$ cat src/rtl/prime_check_pkg.sv
// Shared definitions for the prime_check block and its divmod datapath.
//   PC_IDLE / PC_ISSUE / PC_WAIT : 2-bit FSM state encodings.
//   width_of()                   : operand width derived from WIDTH_LOG.
package prime_check_pkg;

  typedef logic [1:0] pc_state_t;

  localparam pc_state_t PC_IDLE  = 2'd0;
  localparam pc_state_t PC_ISSUE = 2'd1;
  localparam pc_state_t PC_WAIT  = 2'd2;

  function automatic int unsigned width_of(input int unsigned width_log);
    return 32'd1 << width_log;
  endfunction

endpackage

$ cat src/rtl/prime_check_divmod.sv
// Iterative restoring divider: one quotient bit per cycle, WIDTH busy cycles.
// Ports:
//   clk, rst   : clock and synchronous active-high reset.
//   go         : start, sampled only while ready=1; a and b sampled with it.
//   a, b       : dividend, divisor.
//   ready      : idle; div/mod/error hold the last result.
//   div, mod   : quotient and remainder.
//   error      : last request had b == 0 (answered at once, no busy cycles).
module divmod
  import prime_check_pkg::*;
#(
  parameter int unsigned WIDTH_LOG = 4,
  localparam int unsigned WIDTH = width_of(WIDTH_LOG)
) (
  input  logic             clk,
  input  logic             rst,
  input  logic             go,
  input  logic [WIDTH-1:0] a,
  input  logic [WIDTH-1:0] b,
  output logic             ready,
  output logic [WIDTH-1:0] div,
  output logic [WIDTH-1:0] mod,
  output logic             error
);

  logic                 busy_q, busy_d;
  logic [WIDTH_LOG-1:0] cnt_q, cnt_d;
  logic [WIDTH-1:0]     quo_q, quo_d;
  logic [WIDTH-1:0]     rem_q, rem_d;
  logic [WIDTH-1:0]     den_q, den_d;
  logic                 err_q, err_d;
  logic [WIDTH:0]       rem_sh;
  logic [WIDTH-1:0]     rem_sub;

  always_ff @(posedge clk) begin
    if (rst) begin
      busy_q <= 1'b0;
      cnt_q  <= '0;
      quo_q  <= '0;
      rem_q  <= '0;
      den_q  <= '0;
      err_q  <= 1'b0;
    end else begin
      busy_q <= busy_d;
      cnt_q  <= cnt_d;
      quo_q  <= quo_d;
      rem_q  <= rem_d;
      den_q  <= den_d;
      err_q  <= err_d;
    end
  end

  always_comb begin
    busy_d = busy_q;
    cnt_d  = cnt_q;
    quo_d  = quo_q;
    rem_d  = rem_q;
    den_d  = den_q;
    err_d  = err_q;
    // quo_q doubles as the dividend shift register; quotient bits enter at the LSB.
    rem_sh  = {rem_q, quo_q[WIDTH-1]};
    // Only used when rem_sh >= den_q, where the true difference fits WIDTH bits.
    rem_sub = rem_sh[WIDTH-1:0] - den_q;
    if (busy_q) begin
      if (rem_sh >= {1'b0, den_q}) begin
        rem_d = rem_sub;
        quo_d = {quo_q[WIDTH-2:0], 1'b1};
      end else begin
        rem_d = rem_sh[WIDTH-1:0];
        quo_d = {quo_q[WIDTH-2:0], 1'b0};
      end
      if (cnt_q == '0) begin
        busy_d = 1'b0;
      end else begin
        cnt_d = cnt_q - 1'b1;
      end
    end else if (go) begin
      if (b == '0) begin
        err_d = 1'b1;
        quo_d = '1;
        rem_d = a;
      end else begin
        err_d  = 1'b0;
        quo_d  = a;
        rem_d  = '0;
        den_d  = b;
        cnt_d  = WIDTH_LOG'(WIDTH - 1);
        busy_d = 1'b1;
      end
    end
  end

  always_comb begin
    ready = ~busy_q;
    div   = quo_q;
    mod   = rem_q;
    error = err_q;
  end

endmodule

$ cat src/rtl/prime_check.sv
// Trial-division primality tester driving a private divmod unit.
// Ports:
//   clk, rst : clock and asynchronous active-high reset (also resets divmod).
//   go, n    : start request and candidate, sampled only while ready=1.
//   ready    : idle with results valid.
//   prime    : candidate is prime.
//   factor   : smallest nontrivial factor if composite, else 0.
//   trials   : divmod operations used for the last candidate.
module prime_check
  import prime_check_pkg::*;
#(
  parameter int unsigned WIDTH_LOG = 4,
  localparam int unsigned WIDTH = width_of(WIDTH_LOG)
) (
  input  logic             clk,
  input  logic             rst,
  input  logic             go,
  input  logic [WIDTH-1:0] n,
  output logic             ready,
  output logic             prime,
  output logic [WIDTH-1:0] factor,
  output logic [WIDTH-1:0] trials
);

  pc_state_t        state_q, state_d;
  logic [WIDTH-1:0] n_q, n_d;
  logic [WIDTH-1:0] d_q, d_d;
  logic [WIDTH-1:0] trials_q, trials_d;
  logic [WIDTH-1:0] factor_q, factor_d;
  logic             prime_q, prime_d;
  logic             ready_q, ready_d;

  logic             dm_go;
  logic             dm_ready;
  logic             dm_error;
  logic [WIDTH-1:0] dm_a, dm_b;
  logic [WIDTH-1:0] dm_div, dm_mod;

  divmod #(
    .WIDTH_LOG(WIDTH_LOG)
  ) dm (
    .clk  (clk),
    .rst  (rst),
    .go   (dm_go),
    .a    (dm_a),
    .b    (dm_b),
    .ready(dm_ready),
    .div  (dm_div),
    .mod  (dm_mod),
    .error(dm_error)
  );

  always_ff @(posedge clk or posedge rst) begin
    if (rst) begin
      state_q  <= PC_IDLE;
      n_q      <= '0;
      d_q      <= '0;
      trials_q <= '0;
      factor_q <= '0;
      prime_q  <= 1'b0;
      ready_q  <= 1'b1;
    end else begin
      state_q  <= state_d;
      n_q      <= n_d;
      d_q      <= d_d;
      trials_q <= trials_d;
      factor_q <= factor_d;
      prime_q  <= prime_d;
      ready_q  <= ready_d;
    end
  end

  always_comb begin
    state_d  = state_q;
    n_d      = n_q;
    d_d      = d_q;
    trials_d = trials_q;
    factor_d = factor_q;
    prime_d  = prime_q;
    ready_d  = ready_q;
    unique case (state_q)
      PC_IDLE: begin
        if (!ready_q) begin
          // Trivial candidate resolved last cycle; results already in place.
          ready_d = 1'b1;
        end else if (go) begin
          n_d      = n;
          trials_d = '0;
          prime_d  = 1'b0;
          factor_d = '0;
          ready_d  = 1'b0;
          if (n < WIDTH'(2)) begin
            prime_d = 1'b0;
          end else if (n == WIDTH'(2)) begin
            prime_d = 1'b1;
          end else if (!n[0]) begin
            factor_d = WIDTH'(2);
          end else begin
            d_d     = WIDTH'(3);
            state_d = PC_ISSUE;
          end
        end
      end
      PC_ISSUE: begin
        if (dm_ready) begin
          trials_d = trials_q + WIDTH'(1);
          state_d  = PC_WAIT;
        end
      end
      PC_WAIT: begin
        if (dm_ready) begin
          if (dm_error) begin
            prime_d = 1'b0;
            ready_d = 1'b1;
            state_d = PC_IDLE;
          end else if (dm_div < d_q) begin
            // n/d < d means d*d > n: no factor left to find.
            prime_d  = 1'b1;
            factor_d = '0;
            ready_d  = 1'b1;
            state_d  = PC_IDLE;
          end else if (dm_mod == '0) begin
            prime_d  = 1'b0;
            factor_d = d_q;
            ready_d  = 1'b1;
            state_d  = PC_IDLE;
          end else begin
            d_d     = d_q + WIDTH'(2);
            state_d = PC_ISSUE;
          end
        end
      end
      default: begin
        state_d = PC_IDLE;
        ready_d = 1'b1;
      end
    endcase
  end

  always_comb begin
    dm_go  = (state_q == PC_ISSUE) && dm_ready;
    dm_a   = n_q;
    dm_b   = d_q;
    ready  = ready_q;
    prime  = prime_q;
    factor = factor_q;
    trials = trials_q;
  end

  // Divisors start at 3, so a divide-by-zero response means corrupted state.
  a_no_dm_error: assert property (@(posedge clk) disable iff (rst)
      !((state_q == PC_WAIT) && dm_ready && dm_error))
    else $fatal(1, "prime_check: divmod reported divide-by-zero");

endmodule

$ cat config.mk
export PLATFORM = sky130hd
export DESIGN_NAME = prime_check
export DESIGN_NICKNAME = d
export VERILOG_FILES = /design/src/rtl/prime_check_pkg.sv /design/src/rtl/prime_check_divmod.sv /design/src/rtl/prime_check.sv
export SDC_FILE = /design/constraint.sdc
export NUM_CORES = 1
export LEC_CHECK = 0
export CORE_UTILIZATION = 35
export CTS_BUF_LIST = sky130_fd_sc_hd__clkbuf_2 sky130_fd_sc_hd__clkbuf_4 sky130_fd_sc_hd__clkbuf_8
export DETAILED_ROUTE_END_ITERATION = 8
export PLACE_DENSITY = 0.6
export SYNTH_ARGS = -nofsm -noshare
export SYNTH_HDL_FRONTEND = slang
export SYNTH_SLANG_ARGS = --single-unit
$ cat constraint.sdc
create_clock -name clk -period 3.8 [get_ports clk]
set_clock_uncertainty 0.1 [all_clocks]
set_input_delay 0.38 -clock clk [delete_from_list [all_inputs] [get_ports clk]]
set_output_delay 0.38 -clock clk [all_outputs]
set_load 0.01 [all_outputs]
==> flow_summary.json, run 1 <==
{
  "outcome": "completed",
  "cts_buffers": 17,
  "startpoint_type": "flip-flop",
  "synth_area_mm2": 0.00696,
  "antenna_found_initial": 0,
  "seqPwrFrac_pct": 30.0,
  "hp-class": "input port to asynchronous set/reset pin",
  "critPathLaunch": "d_q[14]",
  "wl_per_cell_um": 17.1,
  "drc": 0,
  "cp_slowest_cell": "nor3b_4",
  "ys_ff_latch": 122,
  "dp_cells": 1107,
  "core_area_mm2": 0.0195,
  "antenna_left": 0,
  "synth_area_leader_cell": "dfrtp_1",
  "worstSetupPathType": "flip-flop to flip-flop",
  "grt.total_usage_pct": 20.2,
  "clk_pin_slew_ns": 0.08,
  "fp-row-count": 51,
  "powerDensity_mw_per_mm2": 861,
  "initial_core_util_pct": 35.8,
  "syn2layout_area_growth_pct": 16.8,
  "yosysSeqAreaShare_pct": 40.0,
  "pin_count": 53,
  "grt_pass1_vias": 5883,
  "avgViaCountPerCell": 5.45,
  "drt_iter0_drc": 551,
  "power.total_mw": 7.00,
  "rrSetupSlack_ns": 0.85,
  "drt_pass1_iterations": 7,
  "synthesis.nets": 880,
  "syn_inst": 826,
  "hold-worst-slack_ns": 0.250,
  "reg2reg_from": "d_q[14]",
  "cts_sinks": 122,
  "yosys_warnings": 0,
  "cts-root-buf": "clkbuf_8",
  "switching_share_pct": 46.0,
  "wl_um": 19400,
  "yosys-top-cells-count": "nand2_1, a21oi_1, dfrtp_1, nor2_1, inv_1",
  "cap_violations": 0,
  "leakage_nw": 3.46,
  "worstPathArrival_ns": 3.24,
  "cts_tree": "done",
  "die_x_um": 143,
  "fin_nets": 915,
  "synthFlopType": "dfrtp_1",
  "drv_slew": 0,
  "finalCritPeriodShare_pct": 77.7,
  "die_area_mm2": 0.0205,
  "critical_path_required_ns": 4.09,
  "synth_edf_count": 0,
  "critical-path-max-stage-delay_ns": 0.60,
  "finalHoldViolCount": 0,
  "maxSlewHeadroom_pct": 53.0,
  "cp_cell_sequence": "inv_1, ha_1, nand4_1, or3_1, o32a_4, a21oi_2, nor3b_4, a22o_1",
  "grt-ovfl-total": 0,
  "layout.cells.non_filler": 1139,
  "cts-hold-fix-buffers": 0,
  "placed_area_mm2": 0.00771,
  "syn_area_per_cell_um2": 8.43,
  "pwr-share-comb_pct": 52.5,
  "cts_resized": 0,
  "cts_buffer_depth": 2,
  "ys_top_cells_by_area": "dfrtp_1, dfxtp_1, nand2_1",
  "gp_congestion": 0.852,
  "postCtsSetupRepairBufs": 0,
  "p_clk_share_pct": 17.5,
  "power_switching_mw": 3.22,
  "grt_start_max_net_pins": 47,
  "grt_pass1_wl_um": 31600,
  "die_h_um": 143,
  "worst_slew_pin_slew_ns": 0.702,
  "fmax_ghz": 0.339,
  "fin_crit_ns": 2.95,
  "cp-end-kind": "flip-flop",
  "layout-drive-gt1-share_pct": 8.12,
  "htreeDepth": 4,
  "ir_worst_vdd_mv": 0.324,
  "finish.instance_area_mm2": 0.00813,
  "rsz0062_at_grt": "no",
  "power.internal_mw": 3.78,
  "place_hpwl_um": 14200,
  "setup_viol": 0,
  "antennaDiodeCount": 0,
  "vias": 6205,
  "async_flop_share_pct": 55.7,
  "clkLatencyLatePin_ns": 0.45,
  "synth.most_common_cell": "nand2_1",
  "synth_top_area_share_pct": 24.1,
  "synth.distinct_cells": 76,
  "setup_tns_ns": 0,
  "port-buffer-count": 52,
  "crit_path_max_fanout": 15
}
flip-flops by register name, indices dropped and copies added (netlist names):
name / cells
dm.mod: 16
state_q: 2
factor: 16
dm.error: 1
dm.div: 16
d_q: 16
dm.den_q: 16
ready: 1
dm.busy_q: 1
prime: 1
dm.cnt_q: 4
dm_a: 16
trials: 16
cell type report:
cell class | count | area [um2]
Multi-Input combinational cell | 598 | 3760
Fill cell | 1980 | 11300
Sequential cell | 122 | 2780
Clock buffer | 18 | 248
Timing Repair Buffer | 65 | 618
Tap cell | 265 | 332
Clock inverter | 14 | 173
Inverter | 57 | 215
worst paths after layout:
kind                            depth (start not counted)           to
max in group asynchronous                               4      dm_a[6]
worst max register to register                          8    factor[0]
worst max-delay path                                    8    factor[0]
worst min register to register                          2  dm.den_q[7]
worst min-delay path                                    2       d_q[3]
min in group clk                                        2  dm.den_q[7]
power groups by stage:
stage	Combinational [mW]	Sequential, mW	Clock (mW)
after global routing	4.07	2.14	1.31
after floorplan	2.85	1.88	0
after detailed placement	3.63	2.11	0
after global placement	3.60	2.11	0
final	3.67	2.10	1.22
after CTS	3.65	2.09	1.24
cell families after synthesis:
kind of cell    Yosys count  share of synthesized area, %
mux                      12                          1.76
xor+xnor                 22                          2.77
simple gates            303                          20.8
flops                   122                          40.0
fa+ha+maj                35                          6.40
compound gates          226                          22.2
buf+inv                 106                          6.04
layout by cell type, fill, tap and decap left out, drive strengths merged, types with 18 or more instances in the layout:
cell / synthesis / final
dfxtp: 54 / 54
clkdlybuf4s50: 0 / 52
ha: 34 / 34
a21oi: 77 / 77
nand2: 116 / 116
nand3: 29 / 29
clkbuf: 38 / 18
dfrtp: 67 / 67
nor2: 63 / 63
o21ai: 36 / 36
inv: 57 / 57
critical path, delay by kind of cell, from the launching register on:
kind,cells,cell delay [ns]
buf+inv,1,0.07
fa+ha+maj,1,0.32
flops,1,0.49
compound gates,3,0.76
simple gates,3,1.14
stage by stage:
step,utilization (%),setup WS (ns)
finish,41.8,0.848
global route,41.8,0.598
CTS,41.8,0.844
detailed placement,39.6,0.859
global placement,39.6,0.902
floorplan,-,0.387
metal layers:
metal	track usage (%)	part of all wire, %	vias up
li1	-	-	3029
met1	28.2	48	2970
met2	30.5	45	175
met3	3.39	4.7	31
met4	8.77	2.5	0
met5	0	0	-
(Power assumes the default switching activity.)
==> inputs of run 2 (changes only) <==
Clock period 3.8 ns to 2.85 ns, I/O delays scaled along.
==> flow_summary.json, run 2 (same netlist as run 1, synthesis figures left out) <==
{
  "cap_violations": 0,
  "die_x_um": 143,
  "reg2reg_to": "dm.mod[10]",
  "finalHoldViolCount": 0,
  "r2r_cells": 9,
  "worstPathArrival_ns": 2.85,
  "place_hpwl_um": 15100,
  "cts-hold-fix-buffers": 0,
  "rsz0062_at_grt": "no",
  "cp-end-kind": "flip-flop",
  "cts_buffers": 17,
  "dpl_worst_slack_ns": 0.0668,
  "fp-row-count": 51,
  "cts_sinks": 122,
  "drt_iter0_drc": 621,
  "leakage_nw": 3.62,
  "fillers": 1936,
  "syn2layout_area_growth_pct": 20.2,
  "grt.total_usage_pct": 20.9,
  "ir_worst_vdd_mv": 0.462,
  "outcome": "completed",
  "grt_pass1_wl_um": 32900,
  "htreeDepth": 4,
  "critical_path_required_ns": 3.04,
  "cts_tree": "done",
  "powerDensity_mw_per_mm2": 1150,
  "antennaDiodeCount": 0,
  "rrSetupSlack_ns": 0.19,
  "drc": 0,
  "startpoint_type": "flip-flop",
  "critPathLaunch": "dm.den_q[9]",
  "wl_um": 20000,
  "gp_congestion": 0.893,
  "placed_area_mm2": 0.00794,
  "layout-drive-gt1-share_pct": 11.4,
  "dp_cells": 1136,
  "critical_path_depth": 9,
  "cts_buffer_depth": 2,
  "antenna_left": 0,
  "wl_per_cell_um": 17.1,
  "worst-path-buf-inv": 2,
  "cp_slowest_cell": "ha_1",
  "grt_pass1_vias": 6019,
  "cts-root-buf": "clkbuf_8",
  "crit_path_max_fanout": 9,
  "grt_start_max_net_pins": 55,
  "port-buffer-count": 52,
  "fin_crit_ns": 2.66,
  "reg2reg_from": "dm.den_q[9]",
  "drv_slew": 0,
  "clk_pin_slew_ns": 0.07,
  "power.total_mw": 9.66,
  "crit_family": "simple AND/OR/NAND/NOR gates",
  "hold-worst-slack_ns": 0.293,
  "pin_count": 53,
  "die_area_mm2": 0.0205,
  "drt_pass1_iterations": 5,
  "clkLatencyLatePin_ns": 0.45,
  "antenna_found_initial": 0,
  "core_area_mm2": 0.0195,
  "worstSetupPathType": "flip-flop to flip-flop",
  "grt-ovfl-total": 0,
  "final_common_cell": "nand2_1",
  "setup_ws_ns": 0.191,
  "setup_tns_ns": 0,
  "maxSlewHeadroom_pct": 32.8,
  "finalCritPeriodShare_pct": 93.3,
  "utilization_pct": 43.0,
  "vias": 6449,
  "die_h_um": 143,
  "critPathCapture": "dm.mod[10]",
  "initial_core_util_pct": 35.8,
  "layout.cells.non_filler": 1169,
  "fin_nets": 945,
  "avgViaCountPerCell": 5.52,
  "worst_slew_pin_slew_ns": 1.00,
  "setup_viol": 0,
  "finish.instance_area_mm2": 0.00837,
  "critical-path-max-stage-delay_ns": 0.39,
  "fmax_ghz": 0.376,
  "final_cell_mix": "nand2_1, a21oi_1, dfrtp_1",
  "hp-class": "input port to asynchronous set/reset pin",
  "cp_cell_sequence": "inv_1, ha_1, nand3_1, nor4_1, a21bo_2, nand3_2, buf_4, mux2i_1, a221oi_1"
}
run 2: cell types whose count changed in the layout (fill, tap and decap cells not counted), moves of 2 or more:
cell,previous run,this run
buf_12,0,2
buf_4,13,41
clkinv_2,3,5
clkinvlp_4,5,3
run 2: area by class of cell:
type / instances / area [um2] / share of cell area, %
timing repair buffer: 95 / 868 / 10.4
inverter: 57 / 215 / 2.57
multi-input combinational: 598 / 3770 / 45.1
sequential: 122 / 2780 / 33.3
tap: 265 / 332 / 3.96
clock buffer: 20 / 269 / 3.22
clock inverter: 12 / 124 / 1.48
run 2: timing repair:
item | 4_1_cts | 5_1_grt
setup endpoints to repair | 0 | 17
gates resized for setup | 0 | 3
buffers inserted | 0 | 1
run 2: worst min path at each step:
stage                     start     endpoint  slack (ns)  cells after the start
detailed placement  dm.den_q[5]  dm.den_q[5]        0.35                      2
finish                      rst      d_q[13]        0.29                      3
floorplan                  n[0]      dm_a[0]        0.29                      2
global placement    dm.den_q[5]  dm.den_q[5]        0.35                      2
global route               n[8]      dm_a[8]        0.28                      3
CTS                       n[10]     dm_a[10]        0.29                      3
run 2: report_power, final:
part           internal, mW  switching, mW
combinational          2.22           3.24
clock                 0.824          0.710
sequential             2.19          0.469
total                  5.24           4.42
run 2: worst reg2reg max path, stage by stage (launching register included):
cell and delay (ns):
dfxtp_1 0.34, inv_1 0.07, ha_1 0.39, nand3_1 0.31, nor4_1 0.28, a21bo_2 0.29, nand3_2 0.11, buf_4 0.19
mux2i_1 0.30, a221oi_1 0.14
run 2: routing by layer:
metal | GRT usage, % | vias up | wire length [um]
met5 | 0 | - | 0
met4 | 6.00 | 0 | 380
met3 | 4.43 | 35 | 1220
met2 | 31.7 | 229 | 8820
met1 | 29.7 | 3107 | 9620
li1 | - | 3078 | -
==> inputs of run 3 (changes only) <==
Settings changed: CAP_MARGIN set to 20, CORE_UTILIZATION 35 to 61, PLACE_DENSITY 0.6 to not set, PLACE_DENSITY_LB_ADDON set to 0.15.
==> flow_summary.json, run 3 (same netlist as run 1, synthesis figures left out) <==
{
  "cts_buffer_depth": 2,
  "final_common_cell": "nand2_1",
  "r2r_cells": 8,
  "avgViaCountPerCell": 6.35,
  "power.total_mw": 9.62,
  "setup_tns_ns": 0,
  "worst_slew_pin_slew_ns": 0.630,
  "ir_worst_vdd_mv": 0.776,
  "die_h_um": 109,
  "core_area_mm2": 0.0110,
  "layout-drive-gt1-share_pct": 11.0,
  "die_x_um": 109,
  "cts-root-buf": "clkbuf_8",
  "worstSetupPathType": "flip-flop to flip-flop",
  "rsz0062_at_grt": "no",
  "crit_path_max_fanout": 16,
  "crit_family": "compound AO/OA/AOI/OAI gates",
  "antennaDiodeCount": 0,
  "clk_pin_slew_ns": 0.07,
  "wl_um": 19400,
  "cp-end-kind": "flip-flop",
  "gp_congestion": 0.945,
  "hp-class": "input port to asynchronous set/reset pin",
  "syn2layout_area_growth_pct": 17.5,
  "startpoint_type": "flip-flop",
  "grt_pass1_wl_um": 31100,
  "port-buffer-count": 52,
  "wl_met2_um": 8610,
  "fin_nets": 942,
  "wl_met3_um": 1690,
  "die_area_mm2": 0.0118,
  "maxSlewHeadroom_pct": 57.7,
  "drt_pass1_iterations": 6,
  "critical_path_depth": 8,
  "critical_path_required_ns": 3.04,
  "drv_slew": 0,
  "worst-path-buf-inv": 1,
  "grt.total_usage_pct": 34.5,
  "pin_count": 53,
  "antenna_left": 0,
  "antenna_found_initial": 0,
  "setup_viol": 0,
  "final_cell_mix": "nand2_1, a21oi_1, dfrtp_1",
  "outcome": "completed",
  "cp_cell_sequence": "inv_1, ha_1, nand4_1, or3_1, o32a_4, a21oi_2, a21o_1, a22oi_1",
  "finalCritPeriodShare_pct": 95.2,
  "htreeDepth": 4,
  "clkLatencyLatePin_ns": 0.44,
  "utilization_pct": 74.5,
  "cap_violations": 0,
  "powerDensity_mw_per_mm2": 1180,
  "leakage_nw": 3.62,
  "drc": 0,
  "grt-ovfl-total": 0,
  "initial_core_util_pct": 63.4,
  "highest-signal-layer": "met4",
  "critical-path-max-stage-delay_ns": 0.49,
  "fmax_ghz": 0.369,
  "finalHoldViolCount": 0,
  "worstPathArrival_ns": 2.91,
  "cts_buffers": 17,
  "cts_tree": "done",
  "met1_length_um": 8550,
  "cp_slowest_cell": "a21o_1",
  "cts_sinks": 122,
  "fin_crit_ns": 2.71,
  "fp-row-count": 38,
  "wl_per_cell_um": 18.7,
  "grt_pass1_vias": 6291,
  "vias": 6604,
  "fillers": 825,
  "grt_start_max_net_pins": 49,
  "place_hpwl_um": 14300,
  "drt_iter0_drc": 741
}
[run 3: cell count changes in the layout (fill, tap and decap cells not counted), moves of 2 or more]
| cell | previous run | this run |
|---|---|---|
| clkinv_4 | 2 | 0 |
| clkinvlp_4 | 3 | 0 |
| clkinv_2 | 5 | 3 |
| inv_4 | 0 | 2 |
| clkbuf_8 | 19 | 22 |
| buf_4 | 41 | 39 |
| buf_12 | 2 | 0 |
[run 3: final timing paths]
check                        startpoint  slack, ns            to
min                                 rst       0.27       dm_a[9]
max in group asynchronous           rst       1.45         ready
min reg2reg                dm.den_q[11]       0.36  dm.den_q[11]
max                             d_q[14]       0.14     factor[1]
min in group clk                   n[9]       0.31       dm_a[9]
max reg2reg                     d_q[14]       0.14     factor[1]
[run 3: tightest hold or removal path: cells and delay by family]
family,cells,cell delay (ns)
buffers and inverters,3,1.00
[run 3: stage by stage]
step / setup WS, ns / instance area [um2] / instances / hold slack [ns]
finish: 0.138 / 8180 / 1040 / 0.274
global route: 0.00981 / 8180 / 1040 / 0.294
CTS: 0.0634 / 8150 / 1039 / 0.284
detailed placement: 0.0666 / 7750 / 1008 / 0.350
global placement: 0.127 / 7750 / 1008 / 0.347
floorplan: 0.235 / 6960 / 826 / 0.290
[run 3: area by class of cell]
type	count	area (um2)	area share [%]
multi-input cells	598	3780	46.2
flip-flops and latches	122	2780	34.0
repair buffers	92	825	10.1
clock buffers	24	318	3.88
inverters	57	214	2.62
well taps	140	175	2.14
clock inverters	7	87.6	1.07
[run 3: power breakdown]
group,switching [mW],leakage [nW],internal [mW]
sequential,0.458,1.34,2.20
clock,0.673,0.216,0.905
combinational,3.22,2.06,2.17
total,4.35,3.62,5.27
[run 3: timing repair]
item	in CTS	in global routing
setup endpoints to repair	0	24
hold buffers	0	0
setup buffers	0	0
resized for setup	0	3
[run 3: per-layer routing]
metal  vias to the layer above  global-route usage, %
li1                       3076                      -
met1                      3124                   46.6
met2                       354                   52.1
met3                        50                   8.85
met4                         0                   15.5
met5                         -                      0
==> RTL change 1: new RTL, config.mk and constraints of run 1 <==
Reset style: synchronous (`rst`), changed in one clocked block. Comments in the files are not updated.
--- a/src/rtl/prime_check.sv
+++ b/src/rtl/prime_check.sv
@@ -51,5 +51,5 @@
   );
 
-  always_ff @(posedge clk or posedge rst) begin
+  always_ff @(posedge clk) begin
     if (rst) begin
       state_q  <= PC_IDLE;
Function: differs if rst is asserted again (counterexample within 4 cycles, from zero or initial values and one cycle with rst high); with rst held inactive, the same outputs for 4 cycles.
==> RTL change 1 against run 1 <==
Non-clock buffer count up 3; largest cell class unchanged; design area fell by 7.5%; synthesized cell count decreased by 3.3%; wire length decreased by 5.0%; sequential cell count stayed put; setup slack worse by 0.17 ns; synthesized area shrank 7.6%.
Power is not compared: it rests on default switching activity, and its combinational part moved more than twofold at a synthesized area within 25%.
==> RTL change 1: results (changes against run 1) <==
metric,value,unit,change
slowest cell delay on critical path,0.53,ns,-0.07 ns
Critical R2R Launch,d_q[1],,
ys async rst share,0,%,-56 points
Least-Margin Pin Slew,1.045,ns,+0.3428 ns
#MultiIn Comb,581,,-2.8%
fillers,1837,,-7.2%
WHS Endpoint,dm.den_q[6],,
placer congestion estimate,0.8892,,+4.3%
Synth cell types,73,,-3.9%
mux cell area share after synthesis,0.1557,%,-1.6 points
Vias/cell,5.531,,+1.5%
Synth Area in Compound Gates,25.41,%,+3.2 points
Worst EP arrival,3.36,ns,+0.12 ns
vias,5985,,-3.5%
worst hold slack,0.3581,ns,+0.1081 ns
"delay-heaviest family, CP",compound AO/OA/AOI/OAI gates,,
Logic inverters,50,,-12%
placed cells,1050,,-5.1%
post-detail-place hpwl,13290,um,-6.2%
synthesized instance count,799,,-3.3%
number of global-route vias before repair,5532,,-6.0%
R2R depth,9,,+1
fraction of area in multi-input gates,48.08,%,+1.8 points
FF+latch count,122,,unchanged
"reg-to-reg slack, setup",0.68,ns,-0.17 ns
Seq area share,32.48,%,-1.8 points
All-Layer GR Usage,20.70,%,+0.53 points
Hold Path Class,register to register,,
CTS resizes,0,,unchanged
clk_lat worst skew,0.45,ns,about the same
Initial DRC Count,558,,+1.3%
crit path max fanout,13,,-2
Total Wirelength,18470,um,-5.0%
global-route wire length before repair,29500,um,-6.7%
layout cell share with drive strength beyond 1,8.206,%,+0.083 points
status,"complete, no violations",,
Hold Path Origin,dm.den_q[6],,
initial antenna violation count,0,,unchanged
Synth Area in XOR/XNOR,3.133,%,+0.36 points
Post-Synth Adder-Cell Area,6.927,%,+0.53 points
Post-DP Area,7167,um2,-7.0%
Non-clk bufs,68,,+4.6%
"top cells by count, synth","122 x dfxtp_1, 107 x nand2_1, 86 x a21oi_1",,
largest net degree at the start of global routing,44,,-6.4%
Non-clock buffering overhead,8.454,%,+0.85 points
reg-to-reg endpoint,factor[7],,
dpl ws,0.7437,ns,-0.1151 ns
slowest stage cell on the critical path,dfxtp_1,,
TritonRoute pass-1 iters,6,,-1
largest cells by area after synthesis,"dfxtp_1 38%, a21oi_1 6.7%, ha_1 6.6%",,
Syn Nets,853,,-3.1%
post-synthesis sequential area ratio,37.98,%,-2.0 points
Final #Nets,894,,-2.3%
RTL change 1: cell count changes in the layout (fill, tap and decap cells not counted), sizes merged, moves of 7 or more:
cell / before / now
dfxtp: 54 / 122
dfrtp: 67 / 0
a21oi: 77 / 86
mux2i: 10 / 1
and3: 14 / 6
nand2: 116 / 108
a21o: 11 / 4
nor2: 63 / 70
RTL change 1: routing by layer:
layer | up-vias | GRT usage (%) | share of wire, %
met3 | 27 | 4.415 | 6.4
met4 | 0 | 8.303 | 2.4
met5 | - | 0 | 0
met1 | 2786 | 28.32 | 47
li1 | 2964 | - | -
met2 | 208 | 31.43 | 44
RTL change 1: worst min-delay path, delay by kind of cell (launching register included):
family / cells / cell delay (ns)
flip-flops: 1 / 0.31
AND/OR/NAND/NOR: 1 / 0.05
AO/OA/AOI/OAI: 1 / 0.05
==> RTL change 2: new RTL, flow settings as in run 1 <==
Without the edit above. `WIDTH_LOG` is set to 4 in 2 places; all go to 2.
--- a/src/rtl/prime_check_divmod.sv
+++ b/src/rtl/prime_check_divmod.sv
@@ -10,5 +10,5 @@
   import prime_check_pkg::*;
 #(
-  parameter int unsigned WIDTH_LOG = 4,
+  parameter int unsigned WIDTH_LOG = 2,
   localparam int unsigned WIDTH = width_of(WIDTH_LOG)
 ) (
--- a/src/rtl/prime_check.sv
+++ b/src/rtl/prime_check.sv
@@ -10,5 +10,5 @@
   import prime_check_pkg::*;
 #(
-  parameter int unsigned WIDTH_LOG = 4,
+  parameter int unsigned WIDTH_LOG = 2,
   localparam int unsigned WIDTH = width_of(WIDTH_LOG)
 ) (
Ports: changed (resized factor, n and trials); port bits go from 53 to 17. The function was not compared with the original's and may differ.
==> RTL change 2 against run 1 <==
Combinational power down 76%; largest cell class unchanged; design area down 72%; synthesized area down 72%; setup slack better by 0.63 ns; wire length down 78%; clock power down 76%; non-clock buffer count down 48; total power down 74%; sequential cell count down 86.
==> RTL change 2: results (changes against run 1) <==
metric,value,unit,change
number of global-route vias before repair,1482,,-75%
fillers,528,,-73%
Max VDD drop,0.2636,mV,-19%
cts bufs inserted,5,,-12
Hold Path Class,register to register,,
reg-to-reg endpoint,prime,,
clk_lat worst skew,0.29,ns,-0.16 ns
"delay-heaviest family, CP",compound AO/OA/AOI/OAI gates,,
Worst EP arrival,2.40,ns,-0.84 ns
status,"complete, no violations",,
Final #Nets,248,,-73%
slowest stage cell on the critical path,dfrtp_1,,
layout cell share with drive strength beyond 1,7.792,%,-0.33 points
clock share of power,15.9,%,-1.6 points
crit path max fanout,7,,-8
Post-DP Area,2158,um2,-72%
Total Wirelength,4303,um,-78%
ys async rst share,55.56,%,-0.18 points
Post-Synth Adder-Cell Area,7.508,%,+1.1 points
"top cells by count, synth","24 x nor2_1, 19 x dfrtp_1, 19 x inv_1, 19 x nand2_1, 16 x dfxtp_1",,
post-synthesis sequential area ratio,42.52,%,+2.5 points
H-tree lvl count,2,,-2
Synth cell types,46,,-39%
R2R depth,6,,-2
PwrDens,804.0,nW/um2,-6.6%
Max transition margin,55.54,%,+2.5 points
IO buf count,16,,-69%
largest net degree at the start of global routing,19,,-60%
worst hold slack,0.3767,ns,+0.1267 ns
sequential power share,35.5,%,+5.5 points
Synth Area in XOR/XNOR,1.359,%,-1.4 points
Vias/cell,5.239,,-3.8%
largest cells by area after synthesis,"dfrtp_1 25%, dfxtp_1 17%, ha_1 6.5%",,
"reg-to-reg slack, setup",1.47,ns,+0.63 ns
post-detail-place hpwl,3174,um,-78%
All-Layer GR Usage,15.84,%,-4.3 points
Synth Area in Compound Gates,18.77,%,-3.4 points
slowest cell delay on critical path,0.48,ns,-0.12 ns
Initial DRC Count,93,,-83%
TritonRoute pass-1 iters,4,,-3
## RTL change 2: cell count changes after synthesis, sizes merged, moves of 25 or more
| cell | delta |
|---|---|
| nand3 | -25 |
| inv | -38 |
| dfrtp | -48 |
| nand2 | -97 |
| a21oi | -70 |
| nor2 | -37 |
| dfxtp | -38 |
| o21ai | -25 |
| clkbuf | -34 |
## RTL change 2: cell type report
| type | instances | area, um2 | share of cell area, % |
|---|---|---|---|
| inverter | 19 | 71.32 | 3.161 |
| multi-input combinational | 151 | 1010 | 44.76 |
| clock inverter | 1 | 7.507 | 0.3328 |
| timing repair buffer | 17 | 167.7 | 7.432 |
| sequential | 36 | 822.0 | 36.44 |
| clock buffer | 7 | 90.09 | 3.993 |
| tap | 70 | 87.58 | 3.882 |
## RTL change 2: worst max-delay path by stage
stage / slack (ns) / depth (start not counted) / endpoint / start
finish: 1.47 / 6 / prime / d_q[1]
global route: 1.35 / 6 / prime / d_q[1]
CTS: 1.48 / 6 / prime / d_q[1]
detailed placement: 1.47 / 6 / d_q[3] / go
global placement: 1.47 / 6 / d_q[3] / go
floorplan: 1.71 / 6 / prime / d_q[1]
## RTL change 2: layer usage
layer	global-route usage, %	wire (um)	vias to the layer above
li1	-	-	788
met1	22.81	2155	742
met2	22.97	1887	40
met3	3.234	199	7
met4	6.346	60	0
met5	0	0	-
## RTL change 2: per-stage QoR
step / cells / util, %
after global placement: 293 / 41.47
after global routing: 301 / 43.34
after CTS: 301 / 43.34
after detailed placement: 293 / 41.47
final: 301 / 43.34
after floorplan: 213 / -
## RTL change 2: worst register-to-register path: stages, from the launching register on
cell	delay (ns)
dfrtp_1	0.48
inv_1	0.10
ha_1	0.34
a2111oi_4	0.41
o311ai_0	0.22
a21oi_1	0.21
mux2_2	0.35
